[config.mk]
export PLATFORM = sky130hd
export DESIGN_NAME = dram_multi_clr
export DESIGN_NICKNAME = d
export VERILOG_FILES = /design/src/rtl/dram_multi_clr_pkg.sv /design/src/rtl/dram_multi_clr.sv
export SDC_FILE = /design/constraint.sdc
export NUM_CORES = 1
export LEC_CHECK = 0
export ABC_CLOCK_PERIOD_IN_PS = 3200
export CAP_MARGIN = 20
export CORE_UTILIZATION = 45
export DETAILED_ROUTE_END_ITERATION = 10
export DONT_BUFFER_PORTS = 1
export HOLD_SLACK_MARGIN = 0.08
export PLACE_DENSITY_LB_ADDON = 0.08
export SLEW_MARGIN = 40
export SYNTH_ARGS = -nofsm -noshare
export SYNTH_HDL_FRONTEND = slang
export SYNTH_SLANG_ARGS = --single-unit
[constraint.sdc]
create_clock -name clk -period 3.2 [get_ports clk]
set_input_delay 0.32 -clock clk [delete_from_list [all_inputs] [get_ports clk]]
set_output_delay 0.32 -clock clk [all_outputs]
set_load 0.005 [all_outputs]
[src/rtl/dram_multi_clr_pkg.sv]
// Shared constants for the multi-port distributed RAM with clear sweep.
package dram_multi_clr_pkg;

  localparam logic [0:0] ST_IDLE  = 1'b0;
  localparam logic [0:0] ST_CLEAR = 1'b1;

endpackage

[src/rtl/dram_multi_clr.sv]
// Lane-writable distributed RAM with NUM_RD read ports and a self-timed clear sweep.
module dram_multi_clr
  import dram_multi_clr_pkg::*;
#(
  parameter int unsigned ADDR_BITS = 6,
  parameter int unsigned LANE_BITS = 8,
  parameter int unsigned LANES     = 1,
  parameter int unsigned NUM_RD    = 2,
  parameter int unsigned REG_OUT   = 0,
  parameter logic [LANES*LANE_BITS-1:0] CLR_VAL = '0
) (
  input  logic                               clk,
  input  logic                               rst,
  input  logic                               en,
  input  logic [LANES-1:0]                   we,
  input  logic [ADDR_BITS-1:0]               addrd,
  input  logic [LANES*LANE_BITS-1:0]         did,
  input  logic [NUM_RD*ADDR_BITS-1:0]        addra,
  output logic [NUM_RD*LANES*LANE_BITS-1:0]  doa,
  input  logic                               clr,
  output logic                               busy
);

  localparam int unsigned DEPTH     = 1 << ADDR_BITS;
  localparam int unsigned DATA_BITS = LANES * LANE_BITS;
  localparam logic [ADDR_BITS-1:0] LAST_ADDR = ADDR_BITS'(DEPTH - 1);

  logic [0:0]                    state_q, state_d;
  logic [ADDR_BITS-1:0]          cnt_q, cnt_d;
  logic [LANES-1:0]              wr_en_c;
  logic [ADDR_BITS-1:0]          wr_addr_c;
  logic [DATA_BITS-1:0]          wr_data_c;
  logic [NUM_RD*DATA_BITS-1:0]   rd_c;

  // Next state and write-port arbitration: the sweep owns the write port while busy.
  always_comb begin
    state_d   = state_q;
    cnt_d     = cnt_q;
    wr_en_c   = '0;
    wr_addr_c = addrd;
    wr_data_c = did;
    if (state_q == ST_IDLE) begin
      if (en) begin
        wr_en_c = we;
      end
      if (clr) begin
        state_d = ST_CLEAR;
        cnt_d   = '0;
      end
    end else begin
      wr_en_c   = '1;
      wr_addr_c = cnt_q;
      wr_data_c = CLR_VAL;
      cnt_d     = cnt_q + ADDR_BITS'(1);
      if (cnt_q == LAST_ADDR) begin
        state_d = ST_IDLE;
      end
    end
    if (rst) begin
      wr_en_c = '0;
    end
  end

  always_ff @(posedge clk) begin
    if (rst) begin
      state_q <= ST_IDLE;
      cnt_q   <= '0;
    end else begin
      state_q <= state_d;
      cnt_q   <= cnt_d;
    end
  end

  assign busy = (state_q == ST_CLEAR);

  // One storage array per lane; contents are deliberately not reset.
  for (genvar k = 0; k < int'(LANES); k++) begin : g_lane
    logic [LANE_BITS-1:0] mem [DEPTH];

    always_ff @(posedge clk) begin
      if (wr_en_c[k]) begin
        mem[wr_addr_c] <= wr_data_c[k*LANE_BITS +: LANE_BITS];
      end
    end

    for (genvar p = 0; p < int'(NUM_RD); p++) begin : g_rd
      assign rd_c[p*DATA_BITS + k*LANE_BITS +: LANE_BITS] = mem[addra[p*ADDR_BITS +: ADDR_BITS]];
    end
  end

  if (REG_OUT != 0) begin : g_reg_out
    logic [NUM_RD*DATA_BITS-1:0] doa_d, doa_q;

    always_comb doa_d = rd_c;

    // Sampled before the same-edge write lands, giving read-first behaviour.
    always_ff @(posedge clk) begin
      if (rst) begin
        doa_q <= '0;
      end else begin
        doa_q <= doa_d;
      end
    end

    assign doa = doa_q;
  end else begin : g_comb_out
    assign doa = rd_c;
  end

endmodule

==> results.yml, run 1 <==
outcome:
  status: "complete, no violations"
timing:
  relSlewSlack: 0.4095
  period_needed_ps: 2940
  finalSetupViolCount: 0
  hold_violations: 0
  tns_ps: 0
  final.period_utilization: 0.9188
  skew_ps: 21.47
  slew_violations: 0
  worst_slew_pin_slew_ps: 883.9
  fmaxAchievable_mhz: 340.1
  rsz0062_at_grt: "no"
setup_path:
  crit_path_end: "doa[0]"
  critical_path_required_ps: 2880
  crit_chain: "mux4_2, mux4_2, o221ai_1, nand2_1"
  crit_cells: 4
  r2r_start: "busy"
  startpoint_type: "flip-flop"
  critPathMaxFanout: 2
  r2r_cells: 5
  cp_top_family: "multiplexers"
  path_buf_inv: 0
  endpoint_kind: "output pin"
  arrival_ps: 2620
  reg2reg_to: "g_lane[0].mem[39][1]"
  cpPeakStageDelay_ps: 600
  crit_top_cell: "mux4_2"
  slowest_stage: "mux4_2"
  worstSetupPathType: "flip-flop to output pin"
  r2r_setup_slack_ps: 730
  crit_path_start: "g_lane[0].mem[55][0]"
synthesis:
  synthTopCellsByArea: "edfxtp_1 (62%), mux4_2 (23%), mux2i_1 (3.9%), nor2_1 (1.3%), buf_2 (0.75%)"
  syn_nets: 1329
  synth-seq-cells: 519
  synth_top_area_share: 0.6247
  ys_warn_count: 0
  syn_area_um2: 24610
  syn_avg_cell_area_um2: 18.98
  yosysUniqueCellTypes: 43
  dominantRegCellSynth: "edfxtp_1"
  async_flop_share: 0
  syn_inst: 1297
  synth_top_area_cell: "edfxtp_1"
  synth_seq_area_share: 0.6304
  synth_edf_count: 512
power_and_ir_drop:
  power_density_nw_per_um2: 538.2
  vdd_drop_max_uv: 377.1
  power.leakage_nw: 8.837
route:
  wl_met3_um: 6407
  top_layer: "met5"
  route.detailed.drc: 0
  num_vias: 13570
  dr.pass1.iters: 5
  routed_wirelength_um: 70720
  viasPerCell: 6.492
  met2WireLength_um: 33600
  ant_nets: 0
  m1WireLength_um: 28810
  wire_per_inst_um: 33.84
  drt_iter0_drc: 1342
die:
  ios: 48
  initial_core_util: 0.4564
  die_x_um: 235.9
  dieArea_um2: 55630
  row_count: 85
  coreArea_um2: 53920
  die_y_um: 235.9
finish:
  utilization: 0.5100
  fin_cells: 2090
  drive_gt1_frac: 0.3180
  seq_area_um2: 15520
  layout_common_cells: "edfxtp_1 (512), mux4_2 (252), mux2i_1 (97), nor2_1 (83), buf_4 (80)"
  multi_input_comb_area_um2: 8605
  fillers: 4336
  fin_nets: 1379
  layout_commonest_cell: "edfxtp_1"
  synthToLayoutAreaGrowth_pct: 11.74
global_routing:
  antenna_found_initial: 5
  grt_usage: 0.2589
  grt_overflow: 0
  grt_max_degree: 133
  grt_pass1_vias: 13860
  grt_pass1_wl_um: 100700
clock_network:
  clkLatencyLatePin_ps: 610
  h-tree-depth: 2
  root_buffer: "clkbuf_16"
  cts_made_buffers: 55
  clk_pin_slew_ps: 70
  cts_tree: "built"
  cts.sink_count: 519
  clockBufferDepth: 3
  cts_resized: 0
worst_hold_path:
  min_path_cells: 1
  worstHoldPathType: "input port to flip-flop"
placement:
  dpl.hpwl_um: 43630
  dp.cells: 1981
  gp_congestion: 0.8733
  port_buffers: 0
flow_run:
  maxCapViolations: 0
-- per-layer routing --
| metal | vias to the layer above | global-route usage |
|---|---|---|
| met5 | - | 0 |
| met3 | 99 | 0.07185 |
| li1 | 5625 | - |
| met1 | 7282 | 0.3549 |
| met2 | 554 | 0.4074 |
| met4 | 8 | 0.07170 |
-- state kept, by name, indices dropped and copies added, names as in the netlist --
signal and count:
busy 1, cnt_q 6, g_lane.mem 512
-- per-stage QoR --
step / cell area (um^2) / power (mW) / setup WS (ps) / hold WS (ps)
5_1_grt: 27500 / 15.20 / 155.3 / 113.9
3_5_place_dp: 25680 / 8.666 / 829.2 / 392.9
3_3_place_gp: 25680 / 8.660 / 821.3 / 392.3
6_report: 27500 / 14.80 / 259.7 / 129.4
4_1_cts: 27470 / 14.91 / 242.1 / 101.0
2_1_floorplan: 24610 / 8.511 / 181.6 / 474.0
-- kinds of logic (layout without fill, tap and decap cells) --
family          count (synthesis)  in the layout  share of synthesized area
mux                           363            363                     0.2771
flops                         519            519                     0.6304
buf+inv                       103            199                    0.02252
other cells                     0              1                          0
compound gates                128            128                    0.03655
simple gates                  183            183                    0.03294
fa+ha+maj                       1              1                  0.0005083
-- power by group --
group	total, mW	switching (mW)	internal (mW)
combinational	0.997	0.536	0.461
sequential	7.54	0.0131	7.52
clock	6.27	2.64	3.63
-- how the worst min path moves through the flow --
stage | startpoint | end | slack [ps]
global route | did[0] | g_lane[0].mem[9][0] | 110
floorplan | cnt_q[0] | cnt_q[0] | 470
global placement | rst | cnt_q[0] | 390
CTS | did[0] | g_lane[0].mem[9][0] | 100
detailed placement | rst | cnt_q[5] | 390
finish | did[0] | g_lane[0].mem[9][0] | 130
-- cell type report --
type                            instances  area share
Antenna cell                            1  0.00009100
Clock buffer                           65     0.05296
Clock inverter                         38     0.01106
Inverter                                8    0.001092
Multi-Input combinational cell        675      0.3129
Sequential cell                       519      0.5642
Tap cell                              696     0.03167
Timing Repair Buffer                   88     0.02602
-- cells in the mapped netlist (2+ instances only) --
library cell and number:
nor3_1 3, a21oi_1 20, o221ai_1 14, or3_1 3, nand3_1 20, edfxtp_1 512
nand2b_1 8, and2_1 2, o211ai_1 5, nor2_1 84, inv_1 7, a21o_1 7
a22oi_1 12, a2111oi_2 6, mux2i_1 97, buf_2 37, clkbuf_1 23, a22o_1 2
mux2_2 13, o21ai_0 24, nor2b_1 16, buf_4 24, nand2_1 41, o22ai_1 21
a221oi_1 7, nand3b_1 3, mux4_2 252, buf_6 2, dfxtp_1 7, buf_1 8
o31ai_1 3, a32o_1 2, o21ai_1 2
-- repair_timing --
action / in CTS / in global routing
hold buffers: 3 / 1
hold endpoints to repair: 7 / 4
endpoints found under the setup margin: 0 / 0
buffers inserted: 0 / 0
Power figures use the tool's default switching activity.
==> run 2: changes to the inputs <==
Settings changed: REMOVE_ABC_BUFFERS set to 1.
==> run 2 against run 1 <==
Combinational power down 3.1%. Clock-buffer cell count up 13. Critical path depth unchanged. Flip-flop and latch count unchanged. Non-clock buffer count down 4. Clock power down 6.1%. Routed wire length down 3.2%. First-iteration DRC count up 0.45%. Clock skew up 3.0 ps. Cell area down 0.63%. Critical endpoint is now doa[15]. Largest power group unchanged.
==> results.yml, run 2 (synthesized netlist as in run 1, its figures left out) <==
outcome:
  status: "complete, no violations"
timing:
  relSlewSlack: 0.4938
  setup_slack_ps: 177.9
  rsz0062_at_grt: "no"
  fmaxAchievable_mhz: 330.9
  tns_ps: 0
  period_needed_ps: 3022
  skew_ps: 24.47
  hold_violations: 0
  worst_slew_pin_slew_ps: 759.2
  slew_violations: 0
  final.period_utilization: 0.9444
  finalSetupViolCount: 0
finish:
  synthToLayoutAreaGrowth_pct: 11.03
  layout_commonest_cell: "edfxtp_1"
  drive_gt1_frac: 0.3061
  antennaDiodeCount: 0
  regMostFlops: "g_lane.mem"
  layout_common_cells: "edfxtp_1 (512), mux4_2 (252), mux2i_1 (97), nor2_1 (84), buf_4 (75)"
  largest_reg_flops: 512
  fillers: 4358
  fin_nets: 1376
  fin_cells: 2078
setup_path:
  path_buf_inv: 0
  crit_path_end: "doa[15]"
  crit_cells: 4
  reg2reg_to: "g_lane[0].mem[0][5]"
  cpPeakStageDelay_ps: 530
  endpoint_kind: "output pin"
  worstSetupPathType: "flip-flop to output pin"
  cp_top_family: "multiplexers"
  r2r_setup_slack_ps: 710
  slowest_stage: "mux4_2"
  startpoint_type: "flip-flop"
  critPathMaxFanout: 2
  r2r_start: "busy"
  crit_chain: "mux4_2, mux4_2, o21ai_0, o21ai_0"
  r2r_cells: 4
  arrival_ps: 2700
  critical_path_required_ps: 2880
  crit_path_start: "g_lane[0].mem[0][7]"
die:
  die_y_um: 235.9
  dieArea_um2: 55630
  row_count: 85
  ios: 48
  coreArea_um2: 53920
  die_x_um: 235.9
  initial_core_util: 0.4564
clock_network:
  cts_tree: "built"
  h-tree-depth: 2
  clockBufferDepth: 3
  clkLatencyLatePin_ps: 610
  cts.sink_count: 519
  root_buffer: "clkbuf_16"
  cts_made_buffers: 56
  clk_pin_slew_ps: 60
global_routing:
  grt_usage: 0.2516
  grt_overflow: 0
  grt_pass1_vias: 13590
  grt_max_degree: 133
  antenna_found_initial: 0
  grt_pass1_wl_um: 99290
power_and_ir_drop:
  p_clk_frac: 0.409
  seqPwrFrac: 0.524
  vdd_drop_max_uv: 403.1
  switchingPower_mw: 3.094
  switching_share: 0.2149
  power.leakage_nw: 8.740
  combPwrFrac: 0.067
  power_density_nw_per_um2: 526.9
  p_int_mw: 11.30
flow_run:
  maxCapViolations: 0
route:
  route.detailed.drc: 0
  routed_wirelength_um: 68470
  top_layer: "met4"
  dr.pass1.iters: 5
  num_vias: 13440
  m1WireLength_um: 29690
  met2WireLength_um: 32390
  wl_met3_um: 4823
  wire_per_inst_um: 32.95
  viasPerCell: 6.469
  drt_iter0_drc: 1348
  ant_nets: 0
placement:
  place_ws_ps: 827.2
  port_buffers: 0
  dpl.hpwl_um: 41110
  dp.cells: 1975
  gp_congestion: 0.8239
worst_hold_path:
  worstHoldPathType: "input port to flip-flop"
[run 2: cell count changes in the layout (fill, tap and decap cells not counted), sizes merged]
cell,before,now
dlygate4sd3,4,6
clkinvlp,3,1
diode,1,0
clkinv,30,16
clkbuf,65,78
bufinv,5,1
buf,84,78
[run 2: cell type report]
| class | instances | area [um^2] | share of cell area |
|---|---|---|---|
| sequential | 519 | 15520 | 0.5678 |
| multi-input combinational | 675 | 8602 | 0.3148 |
| clock buffer | 78 | 1505 | 0.05508 |
| tap | 696 | 870.8 | 0.03187 |
| timing repair buffer | 84 | 698.2 | 0.02555 |
| clock inverter | 18 | 103.9 | 0.003800 |
| inverter | 8 | 30.03 | 0.001099 |
[run 2: per-stage QoR]
step | hold WS [ps] | util | power [mW] | instance area [um^2]
2_1_floorplan | 389.1 | - | 8.314 | 24090
3_3_place_gp | 392.0 | 0.4748 | 8.627 | 25600
3_5_place_dp | 395.6 | 0.4753 | 8.639 | 25630
4_1_cts | 161.8 | 0.5061 | 14.49 | 27290
5_1_grt | 384.4 | 0.5068 | 14.78 | 27330
6_report | 379.0 | 0.5068 | 14.40 | 27330
[run 2: power by group through the flow]
stage               combinational, mW  sequential, mW  clock (mW)
floorplan                       0.627            7.69           0
global placement                0.946            7.68           0
detailed placement              0.957            7.68           0
CTS                             0.964            7.54        5.98
global route                     1.02            7.54        6.22
finish                          0.966            7.54        5.89
[run 2: worst min path at each step]
stage / startpoint / to / slack, ps / depth (start not counted)
finish: addrd[4] / g_lane[0].mem[41][7] / 380 / 3
global route: addrd[4] / g_lane[0].mem[42][7] / 380 / 3
CTS: did[0] / g_lane[0].mem[13][0] / 160 / 1
detailed placement: rst / cnt_q[1] / 400 / 1
global placement: rst / cnt_q[0] / 390 / 1
floorplan: rst / cnt_q[0] / 390 / 1
[run 2: routing by layer]
metal  global-route usage  vias to the layer above
li1                     -                     5604
met1               0.3653                     7264
met2               0.3929                      489
met3              0.04634                       85
met4              0.06615                        0
met5                    0                        -
[run 2: worst reg2reg max path, cell delays in order (launching register included)]
cell	delay, ps
dfxtp_2	670
mux2i_1	690
nand2_1	360
nor2_1	220
buf_4	250
[run 2: timing repair]
action / 4_1_cts / 5_1_grt
hold endpoints to repair: 31 / 11
hold buffers: 5 / 1
gates resized for setup: 0 / 0
buffers inserted: 0 / 0
